===== src/rtl/pwr_seq_ctrl.sv =====
// pwr_seq_ctrl: power-mode sequencer for one switchable domain (clock gate, isolation, retention, power switch)
// Ports:
//   clk, reset                 clock and asynchronous active-high reset
//   cfg_step_dly, cfg_tmo      per-step dwell and power-good timeout, both in cycles minus 1, captured at acceptance
//   mode_req, mode, mode_ack   four-phase mode request (mode 1 = on, 0 = off) and its acknowledge
//   pwr_good                   power-switch status
//   busy, err, pwr_state       sequencing status, sticky timeout flag, coarse state (00 ON, 01 moving, 10 OFF, 11 ERR)
//   clk_en, iso_en, ret_save, ret_restore, sw_disable   domain control outputs
module pwr_seq_ctrl #(
    parameter int DLY_W = 4,
    parameter int TMO_W = 8
) (
    input  logic             clk,
    input  logic             reset,
    input  logic [DLY_W-1:0] cfg_step_dly,
    input  logic [TMO_W-1:0] cfg_tmo,
    input  logic             mode_req,
    input  logic             mode,
    input  logic             pwr_good,
    output logic             mode_ack,
    output logic             busy,
    output logic             err,
    output logic [1:0]       pwr_state,
    output logic             clk_en,
    output logic             iso_en,
    output logic             ret_save,
    output logic             ret_restore,
    output logic             sw_disable
);
    typedef enum logic [3:0] {
        S_ON, S_CLK_OFF, S_ISO_ON, S_SAVE, S_WAIT_OFF,
        S_OFF, S_WAIT_ON, S_RESTORE, S_ISO_REL, S_ERR
    } state_t;

    state_t           state, state_nx;
    logic [DLY_W-1:0] dly_q, dcnt, dcnt_nx;
    logic [TMO_W-1:0] tmo_q, tcnt, tcnt_nx;
    logic             pend, idle, idle_nx, accept;
    logic             clk_en_nx, iso_en_nx, ret_save_nx, ret_restore_nx, sw_disable_nx;
    logic [1:0]       pwr_state_nx;

    // pend marks a request that has been taken and whose mode_req has not yet
    // been seen low; it both blocks re-acceptance and qualifies the final ack.
    assign idle   = state inside {S_ON, S_OFF, S_ERR};
    assign accept = idle && mode_req && !mode_ack && !pend;

    always_comb begin
        state_nx = state;
        dcnt_nx  = (dcnt != '0) ? dcnt - DLY_W'(1) : dcnt;
        tcnt_nx  = (tcnt != '0) ? tcnt - TMO_W'(1) : tcnt;
        case (state)
            S_ON:       state_nx = (accept && !mode) ? S_CLK_OFF : S_ON;
            S_OFF:      state_nx = (accept && mode) ? S_WAIT_ON : S_OFF;
            S_ERR:      state_nx = (accept && mode) ? S_WAIT_ON : S_ERR;
            S_CLK_OFF:  state_nx = (dcnt == '0) ? S_ISO_ON : S_CLK_OFF;
            S_ISO_ON:   state_nx = (dcnt == '0) ? S_SAVE : S_ISO_ON;
            S_SAVE:     state_nx = (dcnt == '0) ? S_WAIT_OFF : S_SAVE;
            S_WAIT_OFF: state_nx = !pwr_good ? S_OFF : (tcnt == '0) ? S_ERR : S_WAIT_OFF;
            S_WAIT_ON:  state_nx = pwr_good ? S_RESTORE : (tcnt == '0) ? S_ERR : S_WAIT_ON;
            S_RESTORE:  state_nx = (dcnt == '0) ? S_ISO_REL : S_RESTORE;
            S_ISO_REL:  state_nx = (dcnt == '0) ? S_ON : S_ISO_REL;
            default:    state_nx = S_ON;
        endcase
        // Both counters reload on every state change; on the accepting edge the
        // captured copies are not yet valid, so the live config is used.
        if (state_nx != state) begin
            dcnt_nx = accept ? cfg_step_dly : dly_q;
            tcnt_nx = accept ? cfg_tmo : tmo_q;
        end
    end

    // Outputs are decoded from the next state and registered, so each output
    // flop changes together with the state it belongs to.
    always_comb begin
        idle_nx        = state_nx inside {S_ON, S_OFF, S_ERR};
        clk_en_nx      = state_nx == S_ON;
        iso_en_nx      = state_nx inside {S_ISO_ON, S_SAVE, S_WAIT_OFF, S_OFF, S_ERR, S_WAIT_ON, S_RESTORE};
        ret_save_nx    = state_nx == S_SAVE;
        ret_restore_nx = state_nx == S_RESTORE;
        sw_disable_nx  = state_nx inside {S_WAIT_OFF, S_OFF, S_ERR};
        pwr_state_nx   = (state_nx == S_ON)  ? 2'b00 :
                         (state_nx == S_OFF) ? 2'b10 :
                         (state_nx == S_ERR) ? 2'b11 : 2'b01;
    end

    always_ff @(posedge clk or posedge reset) begin
        if (reset) begin
            state       <= S_ON;
            dcnt        <= '0;
            tcnt        <= '0;
            dly_q       <= '0;
            tmo_q       <= '0;
            pend        <= 1'b0;
            mode_ack    <= 1'b0;
            err         <= 1'b0;
            busy        <= 1'b0;
            pwr_state   <= 2'b00;
            clk_en      <= 1'b1;
            iso_en      <= 1'b0;
            ret_save    <= 1'b0;
            ret_restore <= 1'b0;
            sw_disable  <= 1'b0;
        end else begin
            state       <= state_nx;
            dcnt        <= dcnt_nx;
            tcnt        <= tcnt_nx;
            if (accept) begin
                dly_q <= cfg_step_dly;
                tmo_q <= cfg_tmo;
            end
            pend        <= mode_req && (pend || accept);
            // Ack for a no-op acceptance, or at the end of a sequence whose
            // request was held throughout; held until mode_req is seen low.
            mode_ack    <= mode_req && (mode_ack || (accept && state_nx == state) || (pend && !idle && idle_nx));
            err         <= state_nx == S_ERR;
            busy        <= !idle_nx;
            pwr_state   <= pwr_state_nx;
            clk_en      <= clk_en_nx;
            iso_en      <= iso_en_nx;
            ret_save    <= ret_save_nx;
            ret_restore <= ret_restore_nx;
            sw_disable  <= sw_disable_nx;
        end
    end
endmodule


===== config.mk =====
export PLATFORM = sky130hd
export DESIGN_NAME = pwr_seq_ctrl
export DESIGN_NICKNAME = d
export VERILOG_FILES = /design/src/rtl/pwr_seq_ctrl.sv
export SDC_FILE = /design/constraint.sdc
export NUM_CORES = 1
export LEC_CHECK = 0
export CELL_PAD_IN_SITES_DETAIL_PLACEMENT = 0
export CELL_PAD_IN_SITES_GLOBAL_PLACEMENT = 2
export CORE_MARGIN = 2
export CORE_UTILIZATION = 39
export DETAILED_ROUTE_END_ITERATION = 8
export PLACE_DENSITY_LB_ADDON = 0.1
export RECOVER_POWER = 25
export SETUP_SLACK_MARGIN = 0.05
export SYNTH_ARGS = -nofsm -noshare
export SYNTH_HDL_FRONTEND = slang
export SYNTH_SLANG_ARGS = --single-unit

===== constraint.sdc =====
create_clock -name clk -period 4 [get_ports clk]
set_clock_uncertainty 0.15 [all_clocks]
set_input_delay 1.2 -clock clk [delete_from_list [all_inputs] [get_ports clk]]
set_output_delay 1.2 -clock clk [all_outputs]
set_load 0.02 [all_outputs]

## After elaboration in Yosys (flattened, before gate mapping)

Cells that the tools add are included.

- Bits in registers: 39
- Bits of input ports: 17
- Output and inout port bits: 10

- Add/subtract/negate cells: 2
- Equality and inequality tests: 18
- Multiplexer cells: 22
- Reduce and logical (&&, ||, !) cells: 30

Operator list:

| operator | number |
|---|---|
| two-way mux 4 bit | 10 |
| one-hot mux 4 bit (10 select lines) | 1 |
| equality test 4 x 3 -> 1 bit, second input constant | 8 |
| two-way mux 8 bit | 3 |
| equality test 4 x 2 -> 1 bit, second input constant | 4 |
| equality test 4 bit, second input constant | 3 |
| logical NOT 4 bit | 3 |
| logical AND 1 bit | 10 |
| two-way mux 2 bit | 5 |
| nonzero test 3 bit | 3 |
| logical NOT 8 bit | 1 |
| nonzero test 8 bit | 1 |
| subtractor 8 x 1 -> 8 bit, second input constant | 1 |
| nonzero test 7 bit | 1 |
| logical NOT 1 bit | 5 |
| equality test 4 x 1 -> 1 bit, second input constant | 1 |
| equality test 4 bit | 1 |
| inequality test 4 bit | 1 |
| nonzero test 2 bit | 2 |
| nonzero test 4 bit | 1 |
| subtractor 4 x 1 -> 4 bit, second input constant | 1 |
| logical OR 1 bit | 3 |
| two-way mux 3 bit | 1 |
| two-way mux 1 bit | 2 |

## Depth between registers and ports, before layout

Gate-level depths: netlist of the first run.

- Word-level depth: 13
- Mapped depth: 10
- Depth with buffers taken out: 8

## Worst setup path before layout of the first run

No wires, ideal clock.

- Path type: input-to-reg
- Start: input port mode_req
- End: register tcnt[6]
- Setup time: 0.127 ns
- Data arrival time: 2.676 ns
- Data required time: 3.723 ns
- Slack: 1.047 ns
- Stages: 5
- Buffers on the path: 1
- Cell sequence: or3b_2 nor2_1 buf_2 mux2_2 mux2_1

- Cells in the longest elaborated chain, start to end: 8
- Elaborated cells on any way between the ends: 13
- Classes of those cells: 1 x eq/ne; 6 x mux; 6 x reduce/logical

RTL lines:

| item | RTL line | text |
|---|---|---|
| from (decl) | 17 | `input logic mode_req,` |
| logical AND 1 bit * (3 in series) | 45 | `assign accept = idle && mode_req && !mode_ack && !pend;` |
| logical AND 1 bit (on tied branches) | 53, 54, 52 |  |
| two-way mux 4 bit (tied with other cells) | 54 | `S_ERR: state_nx = (accept && mode) ? S_WAIT_ON : S_ERR;` |
| one-hot mux 4 bit (10 select lines) | 51 | `case (state)` |
| inequality test 4 bit | 66 | `if (state_nx != state) begin` |
| two-way mux 8 bit or nonzero test 2 bit (tied branches) | n/a |  |
| to (signal assigned) | 106 | `tcnt <= tcnt_nx;` |
| to (decl) | 37 | `logic [TMO_W-1:0] tmo_q, tcnt, tcnt_nx;` |

Mark *: on every way between the ends. The rest lies on a longest branch, timed or not.
A chain may end at the register's enable or synchronous reset.

## Final worst setup path of the first run

- Start: input port mode_req
- End: register tcnt[3]

The elaborated chain is that of the path after synthesis.

==> summary.md, run 1 <==
| Metric | Value |
|---|---|
| Final WL | around 4200 um |
| RSZ-0062 raised after global routing | false |
| Buffers on Ports | 26 |
| Max_cap viols | 0 |
| Global placer's final weighted congestion | 0.753 |
| Min-Delay Path Class | reg -> reg |
| Total I/O pin count | 27 |
| Area of the die | between 0.006 and 0.007 mm2 |
| Total gr overflow | 0 |
| GR Layer Usage met3 | 3.56% |
| Largest net degree at the start of global routing | 40 |
| Clk_lat worst skew | 290 ps |
| Post-Route Setup TNS | 0 ps |
| Met2 GRT Util | 27.3% |
| Cts hold-fix bufs | 0 |
| Worst Tran Pin Value | 552 ps |
| Htree depth | 2 |
| Worst-path maximum fanout | 10 |
| Cell count after synthesis | 191 |
| Vias per inst | 5.21 |
| # setup viols final | 0 |
| Multiplexer share of the synthesized area | between 10% and 20% |
| Arrival time worst endpoint | 3520 ps |
| Post-Synth XOR/XNOR Area | 3.64% |
| Drt initial violations | 73 |
| Final Max Tran Viols | 0 |
| Clk buf depth | 2 |
| Main area contributors after synthesis | dfrtp_1 (44%), mux2_2 (12%), xnor2_1 (2.8%), buf_6 (2.1%), inv_1 (2.1%) |
| Total CTS buffers | 5 |
| Gr usage total | 15.6% |
| Antenna diode count | 0 |
| DR pass1 iterations | 4 |
| Slowest stage cell, crit path | dlygate4sd3_1 |
| CP cell instances | dlygate4sd3_1 -> and4bb_2 -> o2bb2ai_1 -> a31oi_2 -> a32o_1 -> nor2_2 -> buf_12 -> mux2_2 |
| Die Y | 78.5 um |
| Detail Placement HPWL | between 3000 and 4000 um |
| CTS root buffer | clkbuf_8 |
| CP required | 4030 ps |
| Tot Pwr | 2.24 mW |
| FFs w/ async S/R, synth | 100% |
| EDFF count, synth | 0 |
| Max frequency | 286 MHz |
| Startpoint Class | input port |
| Share of layout cells above drive strength 1 | 22.7% |
| Syn nets | 211 |
| Most frequent cells in the layout | dfrtp_1 (38), clkdlybuf4s50_1 (24), mux2_2 (23), inv_1 (12), nor2_1 (10) |
| Initial core utilization | 39.8% |
| Antenna violations before repair | 0 |
| Adder-cell share of the synthesized area | 1.74% |
| Synth Cell Area | 0.00216 mm2 |
| Most used DFF post-synth | dfrtp_1 |
| Min Tclk post-route | about 3500 ps |
| Tcrit/Tclk final | around 87% |
| Most common cell after layout, fill and taps aside | dfrtp_1 |
| Remaining DRCs | 0 |
| # nets final | between 200 and 250 |
| Seq/Total Area, Yosys | approximately 45% |
| CTS tree | yes |
| Register bit total from synthesis | 39 |
| Synth unique cells | 57 |
| Via count of the first global-routing pass | approximately 1.6k |
| Gr busiest metal | met2 |
| FP Rows | 27 |
| Setup ws final | slightly above 500 ps |
| Final Core Density | between 40 and 50% |
| Syn. warnings | 0 |
| CP max stage delay | between 600 and 700 ps |
| Power density cells | 865 mW/mm2 |
| Routing usage on met1 | between 10% and 20% |
| Final hold vios | 0 |
| Post-CTS setup buffers | 0 |
| Post_cts resized | 0 |
| P_leak | 1.07 nW |
| Clock-pin slew of the registers on the worst-case setup and hold paths | 80 ps |
| Worst rel slew slack | 63.1% |
| Via count | 1520 |
| First-pass GRT wire length | 7530 um |
| Crit Path Category | in -> reg |
| Filler instances | between 500 and 600 |
| Top-area cell type share of the netlist area | 44.0% |
| Layout area overhead | 19.8% |
| Post-synthesis compound-gate area fraction | 10.4% |
| Outcome | complete, no violations |
| Clock Sinks | 39 |
| Post-synthesis area per instance | 11.3 um2 |
| Worst vdd rail ir drop | 330 uV |
| Synth area leader | dfrtp_1 |
| Post-Synth Simple-Gate Area | 19.7% |
| Die X | 78.5 um |
| Combinational family with the most area after synthesis | simple AND/OR/NAND/NOR gates |
| ANT nets after route | 0 |
| Core area | 0.00544 mm2 |
| Worst setup EP type | register |
| WL per Instance | approximately 15 um |
| DP Worst Slack | 306 ps |
==> routing by layer <==
layer  wire length, um  vias to the layer above  part of all wire [%]
li1                  -                      746                     -
met1              1980                      737                    47
met2              2080                       30                    49
met3               133                        7                   3.1
met4                53                        0                   1.2
met5                 0                        -                     0
==> stage by stage <==
stage	cells	area, um2	hold slack, ps
6_report	292	2590	352
5_1_grt	292	2590	370
4_1_cts	292	2590	355
3_5_place_dp	284	2470	335
3_3_place_gp	284	2470	333
2_1_floorplan	191	2160	317
==> state kept, by name, summed over array words and instances, names as in the netlist <==
register,cells
iso_en,1
dly_q,4
sw_disable,1
dcnt,4
busy,1
pwr_state,2
err,1
ret_save,1
clk_en,1
mode_ack,1
ret_restore,1
tmo_q,8
state,4
pend,1
tcnt,8
==> cells in the mapped netlist (2+ instances only) <==
| library cell | count |
|---|---|
| ha_1 | 3 |
| mux2_2 | 23 |
| buf_6 | 4 |
| or3_1 | 2 |
| a21o_1 | 2 |
| nand2b_1 | 2 |
| mux2_1 | 2 |
| nand2_1 | 6 |
| xor2_1 | 2 |
| dfrtp_1 | 38 |
| o22ai_1 | 2 |
| nor3b_1 | 6 |
| a31oi_1 | 2 |
| or3b_1 | 2 |
| nor2_1 | 10 |
| inv_1 | 12 |
| nand3_1 | 5 |
| xnor2_1 | 7 |
| nor4_1 | 2 |
| nor3_1 | 6 |
| o21ai_0 | 6 |
| nand4_1 | 2 |
| a21oi_1 | 8 |
| nor3_2 | 2 |
| o21a_1 | 2 |
| buf_4 | 2 |
==> area by class of cell <==
type	count	area, um2	area share, %
clock inverters	2	35.0	1.35
multi-input cells	131	1060	40.8
well taps	72	90.1	3.48
flip-flops and latches	39	977	37.7
clock buffers	6	82.6	3.19
repair buffers	30	303	11.7
inverters	12	45.0	1.74
==> report_power, final <==
group	leakage (nW)	internal, mW	total (mW)	switching [mW]
clock	0.0612	0.202	0.342	0.140
combinational	0.540	0.611	1.15	0.536
sequential	0.474	0.589	0.752	0.163
total	1.07	1.40	2.24	0.839
==> critical path, delay by kind of cell <==
kind	cells	cell delay [ps]
mux	1	340
buf+inv	2	790
compound gates	3	620
simple gates	2	560
==> logic make-up after synthesis <==
| kind of cell | count (synthesis) |
|---|---|
| and+or+nand+nor | 61 |
| DFF | 39 |
| AOI/OAI and AO/OA | 32 |
| muxes | 26 |
| buffers and inverters | 21 |
| xor gates and xnor gates | 9 |
| adders and majority gates | 3 |
==> final timing paths <==
kind / from / end / slack, ps / depth (start not counted)
max: mode_req / tcnt[3] / 510 / 8
min: tmo_q[0] / tmo_q[0] / 350 / 1
max reg2reg: dcnt[0] / tcnt[3] / 1140 / 8
min reg2reg: tmo_q[0] / tmo_q[0] / 350 / 1
max in group asynchronous: reset / tcnt[0] / 2030 / 3
min in group asynchronous: reset / mode_ack / 1310 / 3
(Power assumes the default switching activity.)
==> run 2: changes to the inputs <==
Settings changed: MAX_ROUTING_LAYER set to met4, TNS_END_PERCENT set to 100.
==> summary.md, run 2 (synthesized netlist as in run 1, its figures left out) <==
| Metric | Value |
|---|---|
| Outcome | complete, no violations (unchanged) |
| Most common cell after layout, fill and taps aside | dfrtp_1 (unchanged) |
| Final WL | 4250 um (was 4240 um) |
| GR Layer Usage met3 | 3.56% (unchanged) |
| # setup viols final | 0 (unchanged) |
| FP Rows | 27 (unchanged) |
| ANT nets after route | 0 (unchanged) |
| Drt initial violations | 77 (was 73) |
| WL per Instance | 14.6 um (was 14.5 um) |
| Worst hold slack | 352 ps (about the same) |
| Switching fraction of total power | 37.5% (was 37.4%) |
| Power density cells | 865 mW/mm2 (about the same) |
| Area of the multi-input gates | 0.00106 mm2 (unchanged) |
| CTS tree | yes (unchanged) |
| Global placer's final weighted congestion | 0.763 (was 0.753) |
| Worst rel slew slack | 63.1% (unchanged) |
| Via count of the first global-routing pass | 1610 (was 1613) |
| Flop pwr share | 33.5% (was 33.6%) |
| Total CTS buffers | 5 (unchanged) |
| Tot Pwr | 2.24 mW (about the same) |
| CP cell instances | dlygate4sd3_1 -> and4bb_2 -> o2bb2ai_1 -> a31oi_2 -> a32o_1 -> nor2_2 -> buf_12 -> mux2_2 (unchanged) |
| P_int | 1.40 mW (unchanged) |
| Via count | 1519 (was 1520) |
| Final hold vios | 0 (unchanged) |
| Clock Sinks | 39 (unchanged) |
| Antenna diode count | 0 (unchanged) |
| Vias per inst | 5.20 (was 5.21) |
| Buffers on Ports | 26 (unchanged) |
| Initial core utilization | 39.8% (unchanged) |
| Clk_lat worst skew | 290 ps (about the same) |
| Routing usage on met1 | 19.3% (was 19.2%) |
| Setup ws final | 513 ps (was 508 ps) |
| Most frequent cells in the layout | dfrtp_1 (38), clkdlybuf4s50_1 (24), mux2_2 (23), inv_1 (12), nor2_1 (10) (unchanged) |
| Worst Tran Pin Value | 552 ps (unchanged) |
| CP max stage delay | 610 ps (about the same) |
| Clock-pin slew of the registers on the worst-case setup and hold paths | 80 ps (about the same) |
| Startpoint Class | input port (unchanged) |
| Met2 GRT Util | 27.3% (unchanged) |
| # nets final | 239 (unchanged) |
| Tcrit/Tclk final | 87.2% (was 87.3%) |
| Total I/O pin count | 27 (unchanged) |
| Die X | 78.5 um (unchanged) |
| Share of layout cells above drive strength 1 | 22.7% (unchanged) |
| CP required | 4030 ps (about the same) |
| Worst vdd rail ir drop | 330 uV (about the same) |
| Clk buf depth | 2 (unchanged) |
| Final Max Tran Viols | 0 (unchanged) |
| Remaining DRCs | 0 (unchanged) |
| Register area | 977 um2 (unchanged) |
| Max_cap viols | 0 (unchanged) |
| Gr usage total | 16.1% (was 15.6%) |
| Combinational share of power | 51.2% (about the same) |
| Post_cts resized | 0 (unchanged) |
| Worst-path maximum fanout | 10 (unchanged) |
| Clock network power share | 15.3% (was 15.2%) |
| Max frequency | 287 MHz (was 286 MHz) |
| P_leak | 1.07 nW (unchanged) |
| Post-CTS setup buffers | 0 (unchanged) |
| Htree depth | 2 (unchanged) |
| Die Y | 78.5 um (unchanged) |
| Worst setup EP type | register (unchanged) |
| CTS root buffer | clkbuf_8 (unchanged) |
| First-pass GRT wire length | 7540 um (was 7530 um) |
| Gr busiest metal | met2 (unchanged) |
| Final instance area | 0.00259 mm2 (unchanged) |
| Antenna violations before repair | 0 (unchanged) |
| Area of the die | 0.00616 mm2 (unchanged) |
| Total gr overflow | 0 (unchanged) |
| DR pass1 iterations | 4 (unchanged) |
| DP Worst Slack | 306 ps (unchanged) |
| Core area | 0.00544 mm2 (unchanged) |
| Crit Path Category | in -> reg (unchanged) |
| Layout area overhead | 19.8% (unchanged) |
| Min-Delay Path Class | reg -> reg (unchanged) |
| Post-Route Setup TNS | 0 ps (unchanged) |
| Cts hold-fix bufs | 0 (unchanged) |
| RSZ-0062 raised after global routing | false (unchanged) |
| Detail Placement HPWL | 3100 um (unchanged) |
| Slowest stage cell, crit path | dlygate4sd3_1 (unchanged) |
| Biggest regs | tcnt: 8 flops, tmo_q: 8 flops (unchanged) |
| Placed Area | 0.00247 mm2 (unchanged) |
| NetSw | 840 uW (was 839 uW) |
| Min Tclk post-route | 3490 ps (about the same) |
| Largest net degree at the start of global routing | 40 (unchanged) |
| Filler instances | 511 (unchanged) |
| Arrival time worst endpoint | 3520 ps (about the same) |
-- run 2: critical path: cells and delay by family --
kind / cells / cell delay, ps
AO/OA/AOI/OAI: 3 / 620
buffers and inverters: 2 / 790
multiplexers: 1 / 340
AND/OR/NAND/NOR: 2 / 560
-- run 2: worst paths after layout --
| path | start | end | slack, ps | cells after the start |
|---|---|---|---|---|
| setup / recovery | mode_req | tcnt[3] | 510 | 8 |
| min in group asynchronous | reset | mode_ack | 1320 | 3 |
| hold reg to reg | tmo_q[0] | tmo_q[0] | 350 | 1 |
| hold / removal | tmo_q[0] | tmo_q[0] | 350 | 1 |
| max in group asynchronous | reset | tcnt[0] | 2030 | 3 |
| setup reg to reg | dcnt[0] | tcnt[3] | 1150 | 8 |
-- run 2: layout make-up --
class | count | share of cell area [%]
sequential | 39 | 37.7
clock buffer | 6 | 3.19
clock inverter | 2 | 1.35
inverter | 12 | 1.74
multi-input combinational | 131 | 40.8
tap | 72 | 3.48
timing repair buffer | 30 | 11.7
-- run 2: per-layer routing --
metal | wire, um | vias up | share of wire (%)
li1 | - | 747 | -
met1 | 1990 | 733 | 47
met2 | 2070 | 32 | 49
met3 | 138 | 7 | 3.2
met4 | 53 | 0 | 1.2
met5 | 0 | - | 0
-- run 2: power by group through the flow --
stage / Sequential, mW / Combinational (mW) / Clock, mW
2_1_floorplan: 0.734 / 0.921 / 0
3_3_place_gp: 0.755 / 1.14 / 0
3_5_place_dp: 0.760 / 1.16 / 0
4_1_cts: 0.751 / 1.16 / 0.352
5_1_grt: 0.782 / 1.28 / 0.373
6_report: 0.752 / 1.15 / 0.343
-- run 2: per-stage QoR --
step | utilization (%) | std cells
after floorplan | - | 191
after global placement | 45.5 | 284
after global routing | 47.6 | 292
after CTS | 47.6 | 292
after detailed placement | 45.5 | 284
final | 47.6 | 292
